## config.mk

```make
export PLATFORM = sky130hd
export DESIGN_NAME = layer_step_sequencer
export DESIGN_NICKNAME = d
export VERILOG_FILES = /design/src/rtl/snn_seq_pkg.sv /design/src/rtl/spike_argmax.sv /design/src/rtl/layer_step_sequencer.sv
export SDC_FILE = /design/constraint.sdc
export NUM_CORES = 1
export LEC_CHECK = 0
export ABC_AREA = 1
export CAP_MARGIN = 40
export CELL_PAD_IN_SITES_DETAIL_PLACEMENT = 1
export CELL_PAD_IN_SITES_GLOBAL_PLACEMENT = 1
export CORE_ASPECT_RATIO = 0.75
export CORE_UTILIZATION = 43
export CTS_BUF_LIST = sky130_fd_sc_hd__clkbuf_16
export DETAILED_ROUTE_END_ITERATION = 12
export PLACE_DENSITY = 0.82
export RECOVER_POWER = 25
export SLEW_MARGIN = 25
export SYNTH_ARGS = -nofsm -noshare
export SYNTH_HDL_FRONTEND = slang
export SYNTH_HIERARCHICAL = 1
export SYNTH_SLANG_ARGS = --single-unit
```

## constraint.sdc

```tcl
create_clock -name clk -period 4.5 [get_ports clk]
set_input_delay 1.125 -clock clk [delete_from_list [all_inputs] [get_ports clk]]
set_output_delay 1.125 -clock clk [all_outputs]
set_load 0.01 [all_outputs]
```

## src/rtl/snn_seq_pkg.sv

```systemverilog
`default_nettype none
// ============================================================================
// Module  : snn_seq_pkg
// Purpose : Shared state encoding and width helpers for the layer step
//           sequencer and its argmax scanner.
// Rev     : 1.0  initial release
// ============================================================================
package snn_seq_pkg;

    typedef enum logic [2:0] {
        S_IDLE   = 3'd0,
        S_CLEAR  = 3'd1,
        S_FETCH  = 3'd2,
        S_FIRE   = 3'd3,
        S_WAIT   = 3'd4,
        S_SAMPLE = 3'd5,
        S_ARGMAX = 3'd6,
        S_DONE   = 3'd7
    } seq_state_e;

    function automatic int cnt_w(input int steps);
        return $clog2(steps + 1);
    endfunction

    function automatic int idx_w(input int n);
        return (n > 1) ? $clog2(n) : 1;
    endfunction

endpackage
`default_nettype wire

```

## src/rtl/spike_argmax.sv

```systemverilog
`default_nettype none
// ============================================================================
// Module  : spike_argmax
// Purpose : Sequential argmax over a packed count array, one entry per cycle.
//           Strict compare keeps the lowest index on ties.
// Rev     : 1.0  initial release
// ============================================================================
module spike_argmax
    import snn_seq_pkg::*;
#(
    parameter int NEURON_COUNT = 10,
    parameter int CNT_W        = 6,
    parameter int IDX_W        = idx_w(NEURON_COUNT)
) (
    input  logic                          clk,
    input  logic                          rst,
    input  logic                          i_start,
    input  logic [NEURON_COUNT*CNT_W-1:0] i_counts,
    output logic                          o_done,
    output logic [IDX_W-1:0]              o_index,
    output logic [CNT_W-1:0]              o_max
);

    localparam logic [IDX_W-1:0] c_LAST = IDX_W'(NEURON_COUNT - 1);

    logic [CNT_W-1:0] w_cnt [NEURON_COUNT];
    logic [CNT_W-1:0] w_cur;
    logic             w_take;

    logic             r_active;
    logic [IDX_W-1:0] r_idx;
    logic [IDX_W-1:0] r_best_idx;
    logic [CNT_W-1:0] r_best;

    generate
        for (genvar g = 0; g < NEURON_COUNT; g++) begin : g_unpack
            assign w_cnt[g] = i_counts[g*CNT_W +: CNT_W];
        end
    endgenerate

    always_comb begin
        w_cur = w_cnt[r_idx];
    end

    // Outputs fold in the entry under test so the done cycle carries the final answer.
    assign w_take  = r_active && (w_cur > r_best);
    assign o_index = w_take ? r_idx : r_best_idx;
    assign o_max   = w_take ? w_cur : r_best;
    assign o_done  = r_active && (r_idx == c_LAST);

    always_ff @(posedge clk or posedge rst) begin
        if (rst) begin
            r_active   <= 1'b0;
            r_idx      <= '0;
            r_best_idx <= '0;
            r_best     <= '0;
        end else if (i_start) begin
            r_active   <= 1'b1;
            r_idx      <= '0;
            r_best_idx <= '0;
            r_best     <= '0;
        end else if (r_active) begin
            r_best_idx <= o_index;
            r_best     <= o_max;
            if (o_done) begin
                r_active <= 1'b0;
            end else begin
                r_idx <= r_idx + 1'b1;
            end
        end
    end

endmodule
`default_nettype wire

```

## src/rtl/layer_step_sequencer.sv

```systemverilog
`default_nettype none
// ============================================================================
// Module  : layer_step_sequencer
// Purpose : Runs one fixed-window inference over a neuron layer: fetch frame,
//           fire, wait out the layer latency, accumulate spikes, then argmax.
//           Optional early exit enabled by macro SEQ_EARLY_EXIT_EN.
// Rev     : 1.0  initial release
// ============================================================================
module layer_step_sequencer
    import snn_seq_pkg::*;
#(
    parameter int INPUT_COUNT  = 16,
    parameter int NEURON_COUNT = 10,
    parameter int NUM_STEPS    = 32,
    parameter int LAYER_LAT    = 2,
    parameter int EXIT_COUNT   = 8
) (
    input  logic                             clk,
    input  logic                             rst,
    input  logic                             start,
    output logic                             busy,
    input  logic                             in_valid,
    output logic                             in_ready,
    input  logic [INPUT_COUNT-1:0]           in_spikes,
    output logic                             layer_clr,
    output logic [INPUT_COUNT-1:0]           layer_in_spikes,
    input  logic [NEURON_COUNT-1:0]          layer_out_spikes,
    output logic                             result_valid,
    input  logic                             result_ready,
    output logic [idx_w(NEURON_COUNT)-1:0]   result_class,
    output logic [cnt_w(NUM_STEPS)-1:0]      result_count,
    output logic [cnt_w(NUM_STEPS)-1:0]      result_steps
);

    localparam int c_CNT_W = cnt_w(NUM_STEPS);
    localparam int c_IDX_W = idx_w(NEURON_COUNT);
    localparam int c_LAT_W = cnt_w(LAYER_LAT);
    localparam logic [c_LAT_W-1:0] c_LAT_LAST = c_LAT_W'((LAYER_LAT > 1) ? LAYER_LAT - 2 : 0);
    localparam logic [c_CNT_W-1:0] c_STEPS    = c_CNT_W'(NUM_STEPS);

    seq_state_e r_state;
    seq_state_e w_state_nxt;

    logic [INPUT_COUNT-1:0]          r_frame;
    logic [c_CNT_W-1:0]              r_step;
    logic [c_CNT_W-1:0]              w_step_nxt;
    logic [c_LAT_W-1:0]              r_lat;
    logic [c_CNT_W-1:0]              r_count     [NEURON_COUNT];
    logic [c_CNT_W-1:0]              w_count_nxt [NEURON_COUNT];
    logic [NEURON_COUNT*c_CNT_W-1:0] w_counts_flat;
    logic                            w_exit;
    logic                            w_am_start;
    logic                            w_am_done;
    logic [c_IDX_W-1:0]              w_am_index;
    logic [c_CNT_W-1:0]              w_am_max;
    logic [c_IDX_W-1:0]              r_res_class;
    logic [c_CNT_W-1:0]              r_res_count;
    logic [c_CNT_W-1:0]              r_res_steps;

    generate
        for (genvar g = 0; g < NEURON_COUNT; g++) begin : g_count
            assign w_count_nxt[g] = r_count[g] + c_CNT_W'(layer_out_spikes[g]);
            assign w_counts_flat[g*c_CNT_W +: c_CNT_W] = r_count[g];
        end
    endgenerate

    assign w_step_nxt = r_step + 1'b1;

`ifdef SEQ_EARLY_EXIT_EN
    always_comb begin
        w_exit = 1'b0;
        for (int n = 0; n < NEURON_COUNT; n++) begin
            if (int'(w_count_nxt[n]) >= EXIT_COUNT) begin
                w_exit = 1'b1;
            end
        end
    end
`else
    assign w_exit = 1'b0;
`endif

    always_ff @(posedge clk or posedge rst) begin
        if (rst) begin
            r_state <= S_IDLE;
        end else begin
            r_state <= w_state_nxt;
        end
    end

    always_comb begin
        w_state_nxt = r_state;
        case (r_state)
            S_IDLE:   if (start)    w_state_nxt = S_CLEAR;
            S_CLEAR:                w_state_nxt = S_FETCH;
            S_FETCH:  if (in_valid) w_state_nxt = S_FIRE;
            S_FIRE:                 w_state_nxt = (LAYER_LAT > 1) ? S_WAIT : S_SAMPLE;
            S_WAIT:   if (r_lat == c_LAT_LAST) w_state_nxt = S_SAMPLE;
            S_SAMPLE: w_state_nxt = ((w_step_nxt == c_STEPS) || w_exit) ? S_ARGMAX : S_FETCH;
            S_ARGMAX: if (w_am_done)    w_state_nxt = S_DONE;
            S_DONE:   if (result_ready) w_state_nxt = S_IDLE;
            default:                    w_state_nxt = S_IDLE;
        endcase
    end

    always_comb begin
        busy            = 1'b0;
        in_ready        = 1'b0;
        layer_clr       = 1'b0;
        layer_in_spikes = '0;
        result_valid    = 1'b0;
        w_am_start      = 1'b0;
        case (r_state)
            S_IDLE:   busy = 1'b0;
            S_CLEAR:  begin busy = 1'b1; layer_clr = 1'b1; end
            S_FETCH:  begin busy = 1'b1; in_ready = 1'b1; end
            S_FIRE:   begin busy = 1'b1; layer_in_spikes = r_frame; end
            S_SAMPLE: begin busy = 1'b1; w_am_start = (w_state_nxt == S_ARGMAX); end
            S_DONE:   begin busy = 1'b1; result_valid = 1'b1; end
            default:  busy = 1'b1;
        endcase
    end

    always_ff @(posedge clk or posedge rst) begin
        if (rst) begin
            r_frame     <= '0;
            r_step      <= '0;
            r_lat       <= '0;
            r_res_class <= '0;
            r_res_count <= '0;
            r_res_steps <= '0;
            for (int n = 0; n < NEURON_COUNT; n++) begin
                r_count[n] <= '0;
            end
        end else begin
            case (r_state)
                S_CLEAR: begin
                    r_step <= '0;
                    r_lat  <= '0;
                    for (int n = 0; n < NEURON_COUNT; n++) begin
                        r_count[n] <= '0;
                    end
                end
                S_FETCH: if (in_valid) r_frame <= in_spikes;
                S_FIRE:  r_lat <= '0;
                S_WAIT:  r_lat <= r_lat + 1'b1;
                S_SAMPLE: begin
                    r_step <= w_step_nxt;
                    for (int n = 0; n < NEURON_COUNT; n++) begin
                        r_count[n] <= w_count_nxt[n];
                    end
                end
                S_ARGMAX: begin
                    if (w_am_done) begin
                        r_res_class <= w_am_index;
                        r_res_count <= w_am_max;
                        r_res_steps <= r_step;
                    end
                end
                default: ;
            endcase
        end
    end

    assign result_class = r_res_class;
    assign result_count = r_res_count;
    assign result_steps = r_res_steps;

    spike_argmax #(
        .NEURON_COUNT (NEURON_COUNT),
        .CNT_W        (c_CNT_W),
        .IDX_W        (c_IDX_W)
    ) u_argmax (
        .clk      (clk),
        .rst      (rst),
        .i_start  (w_am_start),
        .i_counts (w_counts_flat),
        .o_done   (w_am_done),
        .o_index  (w_am_index),
        .o_max    (w_am_max)
    );

endmodule
`default_nettype wire

```

==> impl_metrics.ini, run 1 <==
[cts]
cts_tree = yes
root_buffer = clkbuf_16
post-cts-setup-buffers = 0
worstSkewPairLatency_ns = 0.43
cts.hold.buffers_added = 0
path_clk_slew_ns = 0.06
cts_made_buffers = 17
cts_resized = 0
clockBufferDepth = 2
cts_num_sinks = 118
htreeDepth = 4

[run]
max-cap-violations = 0

[timing]
fmaxAchievable_ghz = 0.2877
skew_ns = 0.009190
period_share_pct = 77.25
setup_slack_ns = 1.024
slew_viol_final = 0
period_needed_ns = 3.476
setup_violations = 0
worst_pin_slew_ns = 1.123
relSlewSlack_pct = 24.75
setup_tns_ns = 0
rsz0062_at_grt = no
hold_viol_final = 0

[die]
start_util_pct = 44.73
rows = 39
pin_count = 67
dieArea_sq_um = 16610
die_x_um = 148.5
fp.coreArea_sq_um = 15470
die_y_um = 111.9

[setup_path]
reg2reg_slack_ns = 1.36
r2r_cells = 17
start_kind = flip-flop
reg2reg_to = result_count[2]
crit_path_end_kind = primary output
rr_startpoint = u_argmax/r_idx[0]
cp.arrival_ns = 2.35
setup.worst_path.class = flip-flop to primary output
required_ns = 3.38
critical_path_peak_fanout = 32

[finish]
final_cell_mix = nand2_1 (214), inv_1 (131), dfrtp_1 (118), nand3_1 (84), clkdlybuf4s50_1 (64)
fill_cells = 1903
drive_gt1_share_pct = 10.53
area_delta_synth_final_pct = 19.13
nets = 982
multiInputGateArea_sq_um = 3178
seqCellArea_sq_um = 2953
num_antenna_cells = 0
layout_commonest_cell = nand2_1

[hold_path]
hold_start = result_class[0]
holdPathEnd = result_class[0]
min_path_cells = 2
hp-class = flip-flop to flip-flop

[routing]
drc = 0
routed_wl_um = 19490
detail_route.wl_per_cell_um = 17.16
drt-pass1-iter-count = 4
dr.first_iter.drc_count = 404
via_count = 5903
avgViaCountPerCell = 5.196
postRouteAntennaNets = 0

[synthesis]
synth-xor-area-share_pct = 3.038
synthMuxAreaShare_pct = 0
synth_seq_cells = 118
yosys-top-cells-area = dfrtp_1 (43%), nand2_1 (12%), inv_1 (7.1%)
syn_inst = 859
syn_area_sq_um = 6919
synth_top_family_by_area = simple AND/OR/NAND/NOR gates
synthesis.nets = 921
synth_top_area_share_pct = 42.68
synth_compound_area_share_pct = 10.20
synth_simple_gate_area_share_pct = 27.09
yosysTopAreaCell = dfrtp_1
synth_warnings = 6
synth_adder_area_share_pct = 5.606
synth_cell_types = 37
synth.avg_cell_area_sq_um = 8.055
ys_seq_area_share_pct = 42.68

[placement]
portBuffers = 66
dp_hpwl_um = 13050
place.gp.congestion = 0.8360
pre_cts_ws_ns = 1.476

[global_route]
grt_start_max_net_pins = 62
grt_pass1_vias = 6327
grt_pass1_wl_um = 32550
grt_usage_pct = 25.40
overflow = 0
antenna_found_initial = 0

[outcome]
outcome = finished clean

[pwr]
power.density_nw_per_um2 = 550.4
leakagePower_nw = 4.120
irDropWorstVdd_uv = 229.2
registers in the layout, summed over array words and instances (netlist names), 2 cells and up:
register             count
r_count                 60
r_frame                 16
r_lat                    2
r_state                  3
r_step                   6
result_class             4
result_count             6
result_steps             6
u_argmax/r_best          6
u_argmax/r_best_idx      4
u_argmax/r_idx           4
power breakdown:
group	switching, mW	internal [mW]
Clock	0.498	0.850
Sequential	0.321	1.36
Combinational	0.906	0.598
Total	1.73	2.81
through the flow:
step	hold slack [ns]	std cells	instance area, sq um	power [mW]	util [%]
3_3_place_gp	0.4591	1104	7642	3.089	49.41
3_5_place_dp	0.4684	1105	7657	3.168	49.50
2_1_floorplan	0.4811	859	6919	2.668	-
6_report	0.4707	1136	8243	4.537	53.29
4_1_cts	0.4814	1135	8224	4.568	53.17
5_1_grt	0.5178	1136	8243	4.840	53.29
cell type report:
| class | instances | share of cell area (%) |
|---|---|---|
| sequential | 118 | 35.82 |
| clock inverter | 13 | 1.715 |
| multi-input combinational | 566 | 38.55 |
| tap | 205 | 3.112 |
| timing repair buffer | 72 | 8.956 |
| inverter | 145 | 6.679 |
| clock buffer | 17 | 5.161 |
worst max-delay path, cell delays in order (launching register included):
cell	delay [ns]
dfrtp_1	0.42
inv_1	0.14
nand2_4	0.31
nor2_4	0.44
clkdlybuf4s50_1	0.61
cells in the mapped netlist:
master     number
nand2_1       214
inv_1         131
dfrtp_1       118
nand3_1        84
nor2_1         60
ha_1           31
xor2_1         24
a21oi_1        23
o21ai_0        21
a22o_1         20
nand2_2        15
inv_2          11
nor2_2         11
buf_2          10
buf_4          10
o21ai_1        10
o22ai_2        10
nand4_1         9
buf_6           8
nor3_1          8
o22ai_1         5
nor3_4          4
o21ai_4         4
inv_4           2
nand3_2         2
nor2_4          2
o21bai_1        2
a211oi_1        1
buf_12          1
clkbuf_1        1
clkinv_1        1
nand2_4         1
nand3_4         1
nor2_8          1
nor3_2          1
o2111ai_1       1
o21a_1          1
how the worst max path moves through the flow:
stage / from / endpoint / slack, ns / cells past startpoint
2_1_floorplan: rst / r_count[0] / 0.67 / 1
3_3_place_gp: r_state[1] / layer_clr / 1.53 / 4
3_5_place_dp: u_argmax/r_idx[0] / result_count[2] / 1.48 / 17
4_1_cts: r_state[1] / layer_clr / 1.04 / 4
5_1_grt: r_state[1] / layer_clr / 0.91 / 4
6_report: r_state[1] / layer_clr / 1.02 / 4
metal layers:
layer	share of wire, %	vias to the layer above	global-route usage [%]
li1	-	2834	-
met2	47	88	40.44
met1	49	2960	35.47
met3	2.8	21	4.467
met4	1.0	0	6.873
met5	0	-	0
kinds of logic (layout without fill, tap and decap cells):
family | after synthesis | after routing
DFF | 118 | 118
xor gates and xnor gates | 24 | 24
adders and majority gates | 31 | 31
AOI/OAI and AO/OA | 98 | 98
buffers and inverters | 175 | 247
and+or+nand+nor | 413 | 413
No activity file was read; power rests on OpenSTA's default activity.
==> run 2, diff against run 1 <==
--- a/config.mk
+++ b/config.mk
@@ -10,10 +10,10 @@
 export CELL_PAD_IN_SITES_DETAIL_PLACEMENT = 1
 export CELL_PAD_IN_SITES_GLOBAL_PLACEMENT = 1
 export CORE_ASPECT_RATIO = 0.75
-export CORE_UTILIZATION = 43
+export CORE_UTILIZATION = 39
 export CTS_BUF_LIST = sky130_fd_sc_hd__clkbuf_16
 export DETAILED_ROUTE_END_ITERATION = 12
-export PLACE_DENSITY = 0.82
+export PLACE_DENSITY = 0.79
 export RECOVER_POWER = 25
 export SLEW_MARGIN = 25
 export SYNTH_ARGS = -nofsm -noshare
==> constraint.sdc (replaced) <==
create_clock -name clk -period 3 [get_ports clk]
set_input_delay 0.75 -clock clk [delete_from_list [all_inputs] [get_ports clk]]
set_output_delay 0.75 -clock clk [all_outputs]
set_load 0.01 [all_outputs]
==> run 2 against run 1 <==
  * The flow now finishes with violations (capacitance limit, slew limit)
  * Critical path type unchanged
  * Die area up 10%
  * Clock power up 56%
  * Utilization is 4.4 points lower
  * First-iteration DRC count is 40% lower
  * Sequential power up 51%
  * Flip-flop and latch count unchanged
  * Sequential share of layout area decreased by 0.47 points
  * Setup slack got worse by 0.83 ns
  * Clock skew is 0.0040 ns lower
  * Largest cell class unchanged
  * Register-to-register slack worse by 1.1 ns
==> impl_metrics.ini, run 2 (synthesized netlist as in run 1, its figures left out) <==
[setup_path]
reg2reg_to = result_count[2]
crit_family = buffers and inverters
crit_path_cell_trace = inv_1 > nand2_4 > nor2_1 > clkdlybuf4s50_1
setup.worst_path.class = flip-flop to primary output
crit_path_end_kind = primary output
crit_buf_inv = 2
critical_path_depth = 4
required_ns = 2.25
r2r_cells = 17
slowest_stage = clkdlybuf4s50_1
reg2reg_slack_ns = 0.25
rr_startpoint = u_argmax/r_idx[0]
start_kind = flip-flop
slowest_delay_ns = 0.55
critical_path_peak_fanout = 18
cp.arrival_ns = 2.06

[die]
die_y_um = 117.4
fp.coreArea_sq_um = 17080
dieArea_sq_um = 18280
die_x_um = 155.8
pin_count = 67
start_util_pct = 40.50
rows = 41

[finish]
design_area_sq_um = 8353
final_cell_mix = nand2_1 (214), inv_1 (131), dfrtp_1 (118), nand3_1 (84), clkdlybuf4s50_1 (65)
regMostFlops = r_count
num_antenna_cells = 0
largest_reg_flops = 60
area_delta_synth_final_pct = 20.72
drive_gt1_share_pct = 11.60
fin_util_pct = 48.90
layout_commonest_cell = nand2_1
nets = 989
fill_cells = 2093
top_regs = r_count (60), r_frame (16)

[timing]
skew_ns = 0.005215
relSlewSlack_pct = -6.216
slew_viol_final = 70
setup_tns_ns = 0
rsz0062_at_grt = no
worst_pin_slew_ns = 1.593
fmaxAchievable_ghz = 0.3561
holdWs_ns = 0.4788
hold_viol_final = 0
period_share_pct = 93.61
setup_violations = 0
period_needed_ns = 2.808

[cts]
cts.hold.buffers_added = 0
cts_num_sinks = 118
worstSkewPairLatency_ns = 0.43
post-cts-setup-buffers = 0
root_buffer = clkbuf_16
path_clk_slew_ns = 0.06
clockBufferDepth = 2
cts_made_buffers = 17
htreeDepth = 4
cts_tree = yes

[hold_path]
holdPathEnd = result_count[1]
min_path_cells = 2
hold_start = result_count[1]
hp-class = flip-flop to flip-flop

[global_route]
grt_pass1_wl_um = 32220
grt_start_max_net_pins = 70
antenna_found_initial = 0
grt_pass1_vias = 6314
grt_usage_pct = 22.72
overflow = 0

[pwr]
leakagePower_nw = 4.153
p_total_mw = 6.889
p_sw_share_pct = 38.12
power_frac_comb_pct = 32.7
power.density_nw_per_um2 = 824.8
p_int_mw = 4.263
seqPwrFrac_pct = 36.7
irDropWorstVdd_uv = 367.4
power_frac_clock_pct = 30.6
p_switching_mw = 2.626

[routing]
routed_wl_um = 19070
drc = 0
dr.first_iter.drc_count = 242
postRouteAntennaNets = 0
detail_route.wl_per_cell_um = 16.22
avgViaCountPerCell = 5.031
drt-pass1-iter-count = 4
via_count = 5917

[placement]
dp_hpwl_um = 13330
place.gp.congestion = 0.8278
place_area_sq_um = 7762
portBuffers = 66

[outcome]
outcome = finished, violations left
violations = capacitance limit, slew limit

[run]
max-cap-violations = 1
-- run 2: changes by cell type in the layout (fill, tap and decap cells not counted), sizes merged --
cell | previous run | this run
clkdlybuf4s50 | 64 | 65
inv | 144 | 146
clkinv | 9 | 6
dlygate4sd3 | 2 | 1
buf | 6 | 13
clkinvlp | 2 | 5
-- run 2: cell type report --
class / instances / area (sq um) / area share, %
Clock inverter: 15 / 177.7 / 2.127
Timing Repair Buffer: 79 / 768.2 / 9.197
Inverter: 145 / 550.5 / 6.591
Sequential cell: 118 / 2953 / 35.35
Multi-Input combinational cell: 566 / 3183 / 38.11
Clock buffer: 17 / 425.4 / 5.093
Tap cell: 236 / 295.3 / 3.535
-- run 2: what timing repair did --
item | in CTS | in global routing
endpoints found under the hold margin | 0 | 0
endpoints found under the setup margin | 0 | 6
resized for setup | 0 | 1
-- run 2: how the worst max path moves through the flow --
stage / start / endpoint / slack (ns)
finish: r_state[2] / layer_in_spikes[5] / 0.19
global route: u_argmax/r_idx[0] / result_count[3] / 0.006
CTS: r_state[0] / layer_in_spikes[5] / 0.1
detailed placement: u_argmax/r_idx[0] / result_count[2] / 0.29
global placement: u_argmax/r_idx[0] / result_count[4] / 0.39
floorplan: u_argmax/r_idx[0] / result_count[0] / 0.75
-- run 2: worst reg2reg max path, stage by stage (launching register included) --
cell     delay, ns
dfrtp_1       0.39
buf_4         0.33
nand2_1       0.11
nand3_1       0.15
nand3_1       0.09
nand3_1       0.11
nand2_1       0.07
ha_1          0.30
nand2_2       0.11
nor2_4        0.05
nand3_1       0.13
nand2_1       0.09
nor2_2        0.29
nand3_1       0.16
nand2_2       0.10
inv_1         0.05
nand2_1       0.07
nand2_1       0.05
-- run 2: per-stage QoR --
step / std cells / worst slack, ns
3_3_place_gp: 1144 / 0.3944
6_report: 1176 / 0.1917
2_1_floorplan: 859 / 0.7472
5_1_grt: 1176 / 0.005932
3_5_place_dp: 1144 / 0.2885
4_1_cts: 1176 / 0.09916
-- run 2: layer usage --
metal	global-route usage [%]	part of all wire, %	up-vias
li1	-	-	2869
met5	0	0	-
met2	35.83	45	97
met1	30.34	49	2920
met4	8.088	1.9	0
met3	5.248	3.4	31
-- run 2: power by group through the flow --
stage	Combinational [mW]	Sequential [mW]	Clock, mW
after floorplan	1.62	2.39	0
after global placement	2.16	2.52	0
after detailed placement	2.23	2.54	0
after CTS	2.27	2.52	2.15
after global routing	2.54	2.59	2.22
final	2.25	2.53	2.11
==> run 3, diff against run 2 <==
--- a/config.mk
+++ b/config.mk
@@ -13,6 +13,7 @@
 export CORE_UTILIZATION = 39
 export CTS_BUF_LIST = sky130_fd_sc_hd__clkbuf_16
 export DETAILED_ROUTE_END_ITERATION = 12
+export GPL_TIMING_DRIVEN = 0
 export PLACE_DENSITY = 0.79
 export RECOVER_POWER = 25
 export SLEW_MARGIN = 25
==> run 3 against run 2 <==
  * Die area stayed put
  * The run now ends clean
  * Clock-buffer cell count did not move
  * Sequential power barely moved
  * Hold slack got worse by 0.013 ns
  * Sequential share of layout area down 0.72 points
  * Maximum frequency decreased by 2.1%
  * Critical path depth is 2 higher
  * Combinational power rose by 4%
  * Flip-flop and latch count is the same
  * Setup slack worse by 0.059 ns
==> impl_metrics.ini, run 3 (synthesized netlist as in run 1, its figures left out) <==
[cts]
cts_made_buffers = 17
htreeDepth = 4
cts.hold.buffers_added = 0
cts_num_sinks = 118
cts_tree = yes
clockBufferDepth = 2
path_clk_slew_ns = 0.06
worstSkewPairLatency_ns = 0.43
root_buffer = clkbuf_16

[pwr]
leakagePower_nw = 4.268
p_total_mw = 6.940
irDropWorstVdd_uv = 315.1
power.density_nw_per_um2 = 813.6

[die]
rows = 41
die_y_um = 117.4
die_x_um = 155.8
pin_count = 67
dieArea_sq_um = 18280
fp.coreArea_sq_um = 17080
start_util_pct = 40.50

[routing]
drt-pass1-iter-count = 5
drc = 0
routed_wl_um = 19990
via_count = 5944
detail_route.wl_per_cell_um = 16.70
postRouteAntennaNets = 0
avgViaCountPerCell = 4.966
dr.first_iter.drc_count = 347

[finish]
fin_util_pct = 49.93
final_cell_mix = nand2_1 (214), inv_1 (130), dfrtp_1 (117), nand3_1 (84), clkdlybuf4s50_1 (65)
largest_reg_flops = 60
nets = 1010
top_regs = r_count (60), r_frame (16)
num_antenna_cells = 0
drive_gt1_share_pct = 13.42
area_delta_synth_final_pct = 23.27
regMostFlops = r_count
layout_commonest_cell = nand2_1

[setup_path]
cp.arrival_ns = 2.12
crit_path_end_kind = primary output
required_ns = 2.25
slowest_stage = clkdlybuf4s50_1
start_kind = flip-flop
slowest_delay_ns = 0.56
crit_path_cell_trace = nand2_1 > inv_1 > nand2_2 > buf_2 > nor2_1 > clkdlybuf4s50_1
setup.worst_path.class = flip-flop to primary output
crit_buf_inv = 3
critical_path_peak_fanout = 10
crit_family = buffers and inverters

[global_route]
overflow = 0
antenna_found_initial = 0
grt_start_max_net_pins = 26
grt_usage_pct = 23.61
grt_pass1_vias = 6309
grt_pass1_wl_um = 33420

[timing]
fmaxAchievable_ghz = 0.3488
holdWs_ns = 0.4657
slew_viol_final = 0
worst_pin_slew_ns = 1.296
period_share_pct = 95.57
skew_ns = 0.009279
rsz0062_at_grt = no
period_needed_ns = 2.867
relSlewSlack_pct = 13.57
hold_viol_final = 0
setup_violations = 0

[placement]
portBuffers = 66
dp_hpwl_um = 14530
place.gp.congestion = 0.8272

[hold_path]
hp-class = flip-flop to flip-flop

[run]
max-cap-violations = 0

[outcome]
outcome = finished clean
run 3: cell types whose count changed in the layout (fill, tap and decap cells not counted), sizes merged:
cell / change
clkbuf: +2
buf: +17
bufinv: -1
dlymetal6s4s: +2
clkinvlp: -2
inv: +3
run 3: power by group:
group | switching [mW] | leakage (nW) | total [mW] | internal (mW)
sequential | 0.475 | 1.57 | 2.52 | 2.04
clock | 0.841 | 0.287 | 2.08 | 1.24
combinational | 1.39 | 2.41 | 2.34 | 0.946
run 3: final timing paths:
kind                              startpoint                     end  slack (ns)  cells after the start
max                               r_state[0]     layer_in_spikes[11]        0.13                      6
min                          result_count[2]         result_count[2]        0.47                      2
max reg2reg                u_argmax/r_idx[0]         result_count[4]        0.24                     19
min reg2reg                  result_count[2]         result_count[2]        0.47                      2
max in group asynchronous                rst             r_count[41]        0.45                      3
min in group asynchronous                rst  u_argmax/r_best_idx[1]        0.91                      2
run 3: stage by stage:
stage                     setup slack [ns]  instances  setup TNS, ns  area (sq um)
final                               0.1328       1197              0          8529
after global routing               0.01678       1197              0          8529
after CTS                          0.01710       1197              0          8569
after detailed placement            0.2635       1165              0          7974
after global placement             -0.2310       1161         -23.15          7879
after floorplan                     0.7472        859              0          6923
run 3: metal layers:
| layer | part of all wire [%] | vias to the layer above | GRT usage [%] |
|---|---|---|---|
| li1 | - | 2904 | - |
| met5 | 0 | - | 0 |
| met2 | 46 | 92 | 36.44 |
| met3 | 3.3 | 15 | 4.730 |
| met4 | 1.1 | 0 | 6.863 |
| met1 | 50 | 2933 | 33.26 |
run 3: final cells by class:
cell class	count	area (sq um)
clock inverter	15	170.2
multi-input combinational	566	3178
sequential	118	2954
buffer	30	239.0
inverter	145	550.5
tap	236	295.3
fill	2082	8553
timing repair buffer	70	716.9
clock buffer	17	425.4
run 3: repair_timing:
item	4_1_cts	5_1_grt
resized for setup	0	1
buffers inserted	0	0
setup endpoints to repair	0	10
run 3: worst min-delay path, delay by kind of cell (launching register included):
kind,cells,cell delay (ns)
and+or+nand+nor,2,0.09
DFF,1,0.34
